`src/rtl/barcode_seq_drv.sv`:
```
// Playback sequencer for the iCE40UP barcode current-sink driver: buffers {level, duration}
// elements, then drives CURREN/BARCODEEN/BARCODEPWM with bias settle and ordered shutdown.
module barcode_seq_drv #(
    parameter int ELEM_W      = 16,
    parameter int DEPTH       = 8,
    parameter int BIAS_WAIT   = 4800,
    parameter int CARRIER_DIV = 0
) (
    input  logic                         CLK,
    input  logic                         RST,
    input  logic                         WR_EN,
    input  logic [ELEM_W:0]              WR_DATA,
    output logic                         WR_READY,
    input  logic                         CLR,
    input  logic                         START,
    input  logic [7:0]                   REPEAT,
    input  logic                         ABORT,
    output logic                         BUSY,
    output logic                         DONE,
    output logic [$clog2(DEPTH+1)-1:0]   COUNT,
    output logic                         CURREN,
    output logic                         BARCODEEN,
    output logic                         BARCODEPWM
);
    localparam int CW  = $clog2(DEPTH+1);
    localparam int IW  = $clog2(DEPTH);
    localparam int BW  = $clog2(BIAS_WAIT+1);
    localparam int CAW = (CARRIER_DIV > 1) ? $clog2(CARRIER_DIV) : 1;

    typedef enum logic [1:0] {IDLE, BIAS, PLAY, OFF} state_t;

    state_t            state, state_n;
    logic [CW-1:0]     count, count_n;
    logic [BW-1:0]     bias_cnt, bias_n;
    logic [IW-1:0]     idx, idx_n;
    logic [ELEM_W-1:0] dur_cnt, dur_n;
    logic [7:0]        pass_cnt, pass_n;
    logic [CAW-1:0]    car_cnt, car_n;
    logic              phase, ph_n;
    logic              done_n, pwm_n, wr_acc;

    logic [ELEM_W:0]   mem [DEPTH];

    assign COUNT    = count;
    assign WR_READY = (state == IDLE) && (count < CW'(DEPTH));

    // Buffer contents are never reset; COUNT alone defines what is valid.
    always_ff @(posedge CLK) begin
        if (wr_acc) mem[count[IW-1:0]] <= WR_DATA;
    end

    always_comb begin
        state_n = state;
        count_n = count;
        bias_n  = bias_cnt;
        idx_n   = idx;
        dur_n   = dur_cnt;
        pass_n  = pass_cnt;
        car_n   = car_cnt;
        ph_n    = phase;
        done_n  = 1'b0;
        wr_acc  = 1'b0;
        case (state)
            IDLE: begin
                if (CLR) begin
                    count_n = '0;
                end else if (WR_EN && count < CW'(DEPTH)) begin
                    wr_acc  = 1'b1;
                    count_n = count + CW'(1);
                end
                if (START) begin
                    if (count_n == '0) begin
                        done_n = 1'b1;
                    end else begin
                        state_n = BIAS;
                        bias_n  = BW'(BIAS_WAIT - 1);
                        pass_n  = REPEAT;
                    end
                end
            end
            BIAS: begin
                if (ABORT) begin
                    state_n = OFF;
                end else if (bias_cnt == '0) begin
                    state_n = PLAY;
                    idx_n   = '0;
                    dur_n   = mem[0][ELEM_W-1:0];
                    car_n   = '0;
                    ph_n    = 1'b1;
                end else begin
                    bias_n = bias_cnt - BW'(1);
                end
            end
            PLAY: begin
                if (ABORT) begin
                    state_n = OFF;
                end else if (dur_cnt == '0) begin
                    // Element boundary: carrier phase restarts high on every element.
                    car_n = '0;
                    ph_n  = 1'b1;
                    if (CW'(idx) == count - CW'(1)) begin
                        idx_n = '0;
                        if (pass_cnt == '0) state_n = OFF;
                        else                pass_n  = pass_cnt - 8'd1;
                    end else begin
                        idx_n = idx + IW'(1);
                    end
                    dur_n = mem[idx_n][ELEM_W-1:0];
                end else begin
                    dur_n = dur_cnt - ELEM_W'(1);
                    if (car_cnt == CAW'(CARRIER_DIV - 1)) begin
                        car_n = '0;
                        ph_n  = ~phase;
                    end else begin
                        car_n = car_cnt + CAW'(1);
                    end
                end
            end
            OFF: begin
                state_n = IDLE;
                done_n  = 1'b1;
            end
            default: state_n = IDLE;
        endcase
        pwm_n = (state_n == PLAY) && mem[idx_n][ELEM_W] && ((CARRIER_DIV == 0) || ph_n);
    end

    // Outputs are registered from the next-state view so they line up with the state they describe.
    always_ff @(posedge CLK or posedge RST) begin
        if (RST) begin
            state      <= IDLE;
            count      <= '0;
            bias_cnt   <= '0;
            idx        <= '0;
            dur_cnt    <= '0;
            pass_cnt   <= '0;
            car_cnt    <= '0;
            phase      <= 1'b0;
            BUSY       <= 1'b0;
            DONE       <= 1'b0;
            CURREN     <= 1'b0;
            BARCODEEN  <= 1'b0;
            BARCODEPWM <= 1'b0;
        end else begin
            state      <= state_n;
            count      <= count_n;
            bias_cnt   <= bias_n;
            idx        <= idx_n;
            dur_cnt    <= dur_n;
            pass_cnt   <= pass_n;
            car_cnt    <= car_n;
            phase      <= ph_n;
            BUSY       <= (state_n != IDLE);
            DONE       <= done_n;
            CURREN     <= (state_n != IDLE);
            BARCODEEN  <= (state_n == PLAY);
            BARCODEPWM <= pwm_n;
        end
    end
endmodule

```
`config.mk`:
```
export PLATFORM = sky130hd
export DESIGN_NAME = barcode_seq_drv
export DESIGN_NICKNAME = d
export VERILOG_FILES = /design/src/rtl/barcode_seq_drv.sv
export SDC_FILE = /design/constraint.sdc
export NUM_CORES = 1
export LEC_CHECK = 0
export CORE_MARGIN = 2
export CORE_UTILIZATION = 45
export CTS_BUF_LIST = sky130_fd_sc_hd__clkbuf_2
export CTS_CLUSTER_SIZE = 16
export DETAILED_ROUTE_END_ITERATION = 8
export GPL_TIMING_DRIVEN = 0
export PLACE_DENSITY = 0.71
export SYNTH_ARGS = -nofsm -noshare
export SYNTH_HDL_FRONTEND = slang
export SYNTH_SLANG_ARGS = --single-unit
```
`constraint.sdc`:
```
create_clock -name CLK -period 3.3 [get_ports CLK]
set_input_delay 0.66 -clock CLK [delete_from_list [all_inputs] [get_ports CLK]]
set_output_delay 0.66 -clock CLK [all_outputs]
set_load 0.005 [all_outputs]
```
== After elaboration in Yosys (flattened, before gate mapping) ==
Memory sizes are Yosys's and may differ from the RTL's.
Cells that the tools add are included.

* Register bits after elaboration: 50
* RAM bits: 136
* Memories: 1

{| class="wikitable"
|+ Memories
! name !! words !! width !! read ports !! clocked after Yosys merged registers in !! write ports !! RTL line !! RTL
|-
| mem || 8 || 17 || 3 || 0 || 1 || 42 || <nowiki>logic [ELEM_W:0] mem [DEPTH];</nowiki>
|}

* Add/subtract/negate cells: 6
* Order comparisons: 1
* Equal/unequal tests: 14
* Muxes and demuxes: 46
* Reductions and logical operators: 15

{| class="wikitable"
|+ Operator list
! cell !! count
|-
| 16-bit 2-to-1 mux || 4
|-
| 13-bit 2-to-1 mux || 4
|-
| 8-bit 2-to-1 mux || 6
|-
| 16-bit one-hot mux with 2 select lines || 1
|-
| 13-bit one-hot mux with 2 select lines || 1
|-
| 3-bit 2-to-1 mux || 8
|-
| 2-bit inequality test (second input constant) || 9
|-
| 16-bit logical NOT || 1
|-
| 2-bit 2-to-1 mux || 8
|-
| 8-bit one-hot mux with 2 select lines || 1
|-
| 16-bit by 1-bit subtractor with 16-bit output (second input constant) || 1
|-
| 13-bit logical NOT || 1
|-
| 13-bit by 1-bit subtractor with 13-bit output (second input constant) || 1
|-
| 4-bit 2-to-1 mux || 3
|-
| 8-bit logical NOT || 1
|-
| 2-bit one-hot mux with 4 select lines || 1
|-
| 2-bit nonzero test || 4
|-
| 8-bit by 1-bit subtractor with 8-bit output (second input constant) || 1
|-
| 1-bit 2-to-1 mux || 7
|-
| 7-bit AND reduction || 1
|-
| 2-bit equality test (second input constant) || 3
|-
| 3-bit one-hot mux with 2 select lines || 1
|-
| 5-bit AND reduction || 1
|-
| 4-bit by 1-bit adder with 4-bit output (second input constant) || 1
|-
| other kinds (10) || 12
|}

== Logic depth before layout (Yosys ltp) ==
* Depth after elaboration: 11
* Gate-level depth with buffers: 12
* Mapped depth without buffers: 9

== Least setup slack after synthesis ==
Ideal clock, no wire load.

* Kind: register to register
* Start point: register state[0]
* End point: memory mem[0][0] in the netlist's numbering (enable)
* Arrival: 2,679 ps
* Slack: 208 ps
* Cell stages (with the launch flop): 8
* Buffers on the path: 1
* Period minus slack after synthesis: 3,092 ps
* Cells stage by stage: dfrtp_1 inv_1 ha_1 clkbuf_1 inv_1 nor3b_1 nand2_1 nor3_1

* Longest elaborated chain between the ends: 4

{| class="wikitable"
|+ RTL lines
! what !! RTL line !! RTL
|-
| start: declaration || 32 || <nowiki>state_t state, state_n;</nowiki>
|-
| start signal: assignment || 145 || <nowiki>state <= state_n;</nowiki>
|-
| 2-bit logical NOT || 63 || <nowiki>case (state)</nowiki>
|-
| 1-bit 2-to-1 mux || 63 ||
|-
| 1-bit 2-to-1 mux || 49 || <nowiki>if (wr_acc) mem[count[IW-1:0]] <= WR_DATA;</nowiki>
|-
| 1-bit 2-to-1 mux (implied by the code) || 49 ||
|-
| end: declaration || 42 ||
|}

No other way between the ends.

== Worst setup path in the final report ==
* Start point: register count[0] (netlist: COUNT[0])
* End point: register dur_cnt[8]

* Longest elaborated chain between the ends: 10

{| class="wikitable"
|+ RTL lines
! what !! RTL line !! RTL
|-
| start: declaration || 33 || <nowiki>logic [CW-1:0] count, count_n;</nowiki>
|-
| start signal: assignment || 146 || <nowiki>count <= count_n;</nowiki>
|-
| 4-bit by 1-bit subtractor with 4-bit output || 101 || <nowiki>if (CW'(idx) == count - CW'(1)) begin</nowiki>
|-
| 3-bit by 4-bit equality test with 1-bit output || 101 ||
|-
| 3-bit 2-to-1 mux || 101 ||
|-
| 3-bit 2-to-1 mux || 97 || <nowiki>end else if (dur_cnt == '0) begin</nowiki>
|-
| 3-bit 2-to-1 mux || 95 || <nowiki>if (ABORT) begin</nowiki>
|-
| 3-bit 2-to-1 mux || 63 ||
|-
| memory read 8 x 17 bit || - ||
|-
| 16-bit 2-to-1 mux || 97 ||
|-
| 16-bit 2-to-1 mux || 95 ||
|-
| 16-bit one-hot mux with 2 select lines || 63 ||
|-
| end signal: assignment || 149 || <nowiki>dur_cnt <= dur_n;</nowiki>
|-
| end: declaration || 36 || <nowiki>logic [ELEM_W-1:0] dur_cnt, dur_n;</nowiki>
|}

No other way between the ends. The select of a mux whose other input is x is not followed.
A chain may end at the register's enable or synchronous reset.

==> results.yml <==
setup_path:
  max_stage_delay_ns: 0.45
  path_cells: "buf_2, inv_1, ha_1, xnor2_1, nor3_2, nand2_2, nand2_1, buf_2, o22ai_1, a221o_1, o21ai_1"
  reg2reg_setup_slack_ns: 0.18
  r2r.worst_path.cells: 11
  r2r_end: "dur_cnt[8]"
  cpMostUsedCell: "buf_2"
  path_class: "flop to flop"
  crit_fanout: 10
  critPathSlowestCell: "dfrtp_1"
  endpoint_kind: "flop"
  cp.arrival_ns: 3.88
  cp.required_ns: 4.06
  rr_startpoint: "COUNT[0]"
  start_kind: "flop"
clock_tree:
  clock-sinks: 186
  clkSlewWorstSetupHoldPaths_ns: 0.31
  htree_levels: 4
  clock_path_buffers: 2
  cts_tree: "yes"
  holdBufCountCts: 0
  numCtsBuffers: 17
  clk_latency_ns: 0.81
  clockRootBuffer: "clkbuf_2"
yosys:
  synth_edf_count: 136
  synth.avg_cell_area_sq_um: 11.46
  ys.flop_type: "edfxtp_1"
  synth.area.mux_share_pct: 2.794
  async_flop_share_pct: 26.88
  yosysWarnings: 0
  synth_compound_area_share_pct: 15.12
  yosys.area_share.xor_xnor_pct: 1.777
  synth_cell_type_count: 71
  synthAdderAreaFrac_pct: 1.719
  synth_nets: 805
  yosys.area_share.simple_pct: 14.04
  netlist_area_sq_um: 8732
  ys_seq_area_share_pct: 61.10
  synth_top_family_by_area: "compound AO/OA/AOI/OAI gates"
  synth_seq_cells: 186
  synthCells: 762
layout:
  drive_gt1_share_pct: 12.07
  seq_area_sq_um: 5338
  final_common_cell: "edfxtp_1"
  mostFrequentLayoutCells: "edfxtp_1 (136), nand2_1 (74), nor2_1 (51)"
  nets: 875
  n_fill_cell: 1651
  multi_input_area_sq_um: 3199
  stdcell_area_sq_um: 10040
  areaGrowthSynthToFinish_pct: 14.94
detailed_routing:
  dr.pass1.iters: 9
  routed_wl_um: 23030
  routedWlPerCell_um: 20.82
  drc: 0
  antenna_left: 0
  routed_via_density: 5.988
  vias: 6623
  drt_iter0_drc: 754
sta:
  hold_viol: 0
  finalWorstSetupSlack_ns: 0.1822
  period_share_pct: 94.48
  max_freq_mhz: 320.7
  relSlewSlack_pct: 38.62
  skew_ns: 0.03634
  slew_violations: 0
  rsz0062_at_grt: "no"
  tns_ns: 0
  setup_viol: 0
  tightest_slew_ns: 0.9175
  finalCriticalPeriod_ns: 3.118
power:
  seqPwrFrac_pct: 41.2
  pwr-share-clk_pct: 17.8
  power_switching_mw: 3.205
  powerDensity_nw_per_um2: 754.0
  p_int_mw: 4.364
  combPwrFrac_pct: 41.0
  p_leak_nw: 3.529
  swShare_pct: 42.34
  peakVddDrop_mv: 0.3584
global_route:
  grt_pass1_wl_um: 35600
  grt.overflow.total: 0
  grt_max_degree: 28
  antenna_found_initial: 1
  grtUsageMet2_pct: 36.29
  grt.total_usage_pct: 23.33
  grt_pass1_vias: 6385
  grt-busiest-layer: "met2"
  grt_use_met1_pct: 31.99
  gr-usage-met3_pct: 3.899
placed_design:
  io_buffers: 39
  dp_hpwl_um: 16160
  dpl_worst_slack_ns: -0.3036
  gp_congestion: 0.9564
  placed_cell_area_sq_um: 9624
min_path:
  hp-class: "primary input to async pin"
floorplanning:
  die-area_sq_um: 20530
  die_w_um: 143.3
  rows: 50
  io_pins: 41
  initial_core_util_pct: 46.22
  dieHeight_um: 143.3
  core_sq_um: 18890
flow_run:
  cap_violations: 0
status:
  status: "complete, no violations"
registers in the layout (all words and copies together) (netlist names):
name        cells
idx             3
mem           136
bias_cnt       13
COUNT           4
dur_cnt        16
CURREN          1
BARCODEPWM      1
DONE            1
pass_cnt        8
BARCODEEN       1
state           2
synth_stat cells (7+ instances only):
library cell,count,share of area [%]
edfxtp_1,136,47
nor4_1,10,0.72
or3_1,16,1.1
a22oi_1,7,0.60
nand4_1,11,0.79
a31oi_1,12,0.86
o21ai_0,45,2.6
inv_1,30,1.3
ha_1,12,1.7
nor3_1,23,1.3
dfrtp_1,50,14
a21oi_1,39,2.2
o22ai_1,9,0.64
o21ai_1,11,0.63
xor2_1,11,1.1
clkbuf_1,27,1.2
nor2_1,59,2.5
nand2_1,75,3.2
nand3_1,28,1.6
mux2i_1,21,2.4
buf_2,13,0.75
final cells by class:
| type | instances | share of cell area, % |
|---|---|---|
| Sequential cell | 186 | 53.18 |
| Multi-Input combinational cell | 503 | 31.87 |
| Timing Repair Buffer | 52 | 5.547 |
| Tap cell | 260 | 3.241 |
| Clock inverter | 15 | 2.206 |
| Buffer | 42 | 1.957 |
| Inverter | 30 | 1.122 |
| Clock buffer | 17 | 0.8477 |
| Antenna cell | 1 | 0.02493 |
power by group through the flow:
stage	combinational (mW)	sequential, mW	clock, mW
after floorplan	1.99	3.08	0
after global placement	2.84	3.15	0
after detailed placement	2.92	3.15	0
after CTS	2.94	3.10	1.35
after global routing	3.38	3.16	1.45
final	3.10	3.12	1.35
metal layers:
| layer | wire (um) | vias up |
|---|---|---|
| met3 | 1711 | 69 |
| met1 | 9715 | 3221 |
| met4 | 1039 | 0 |
| met5 | 0 | - |
| met2 | 10570 | 304 |
| li1 | - | 3029 |
through the flow:
stage	hold WS [ns]	util (%)	total power, mW	instances
final	0.1857	53.13	7.568	1106
after CTS	0.1689	52.62	7.395	1103
after floorplan	0.4726	-	5.073	762
after global placement	0.4913	50.01	5.994	1061
after global routing	0.1890	53.13	7.984	1106
after detailed placement	0.5129	50.94	6.066	1072
how the worst max path moves through the flow:
stage	startpoint	endpoint	slack (ns)
2_1_floorplan	state[0]	mem[0][0]	0.21
3_3_place_gp	WR_EN	mem[0][15]	-1.66
3_5_place_dp	COUNT[0]	dur_cnt[10]	-0.30
4_1_cts	COUNT[0]	dur_cnt[5]	-0.02
5_1_grt	state[0]	WR_READY	0.009
6_report	COUNT[0]	dur_cnt[8]	0.18
cells by family (layout without fill, tap and decap cells):
| kind of cell | count (synthesis) | after routing |
|---|---|---|
| flops | 186 | 186 |
| buf+inv | 73 | 156 |
| simple gates | 254 | 254 |
| mux | 24 | 24 |
| compound gates | 197 | 197 |
| xor+xnor | 16 | 16 |
| other cells | 0 | 1 |
| fa+ha+maj | 12 | 12 |
worst max-delay path: cells and delay by family, from the launching register on:
| kind | cells | cell delay, ns |
|---|---|---|
| xor gates and xnor gates | 1 | 0.17 |
| DFF | 1 | 0.45 |
| adders and majority gates | 1 | 0.35 |
| and+or+nand+nor | 3 | 0.90 |
| buffers and inverters | 3 | 0.64 |
| AOI/OAI and AO/OA | 3 | 0.56 |
what timing repair did:
item	CTS	global route
gates cloned	0	0
pin swaps	0	1
setup endpoints to repair	20	24
setup buffers	0	2
resized for setup	4	24
(Power assumes the default switching activity.)
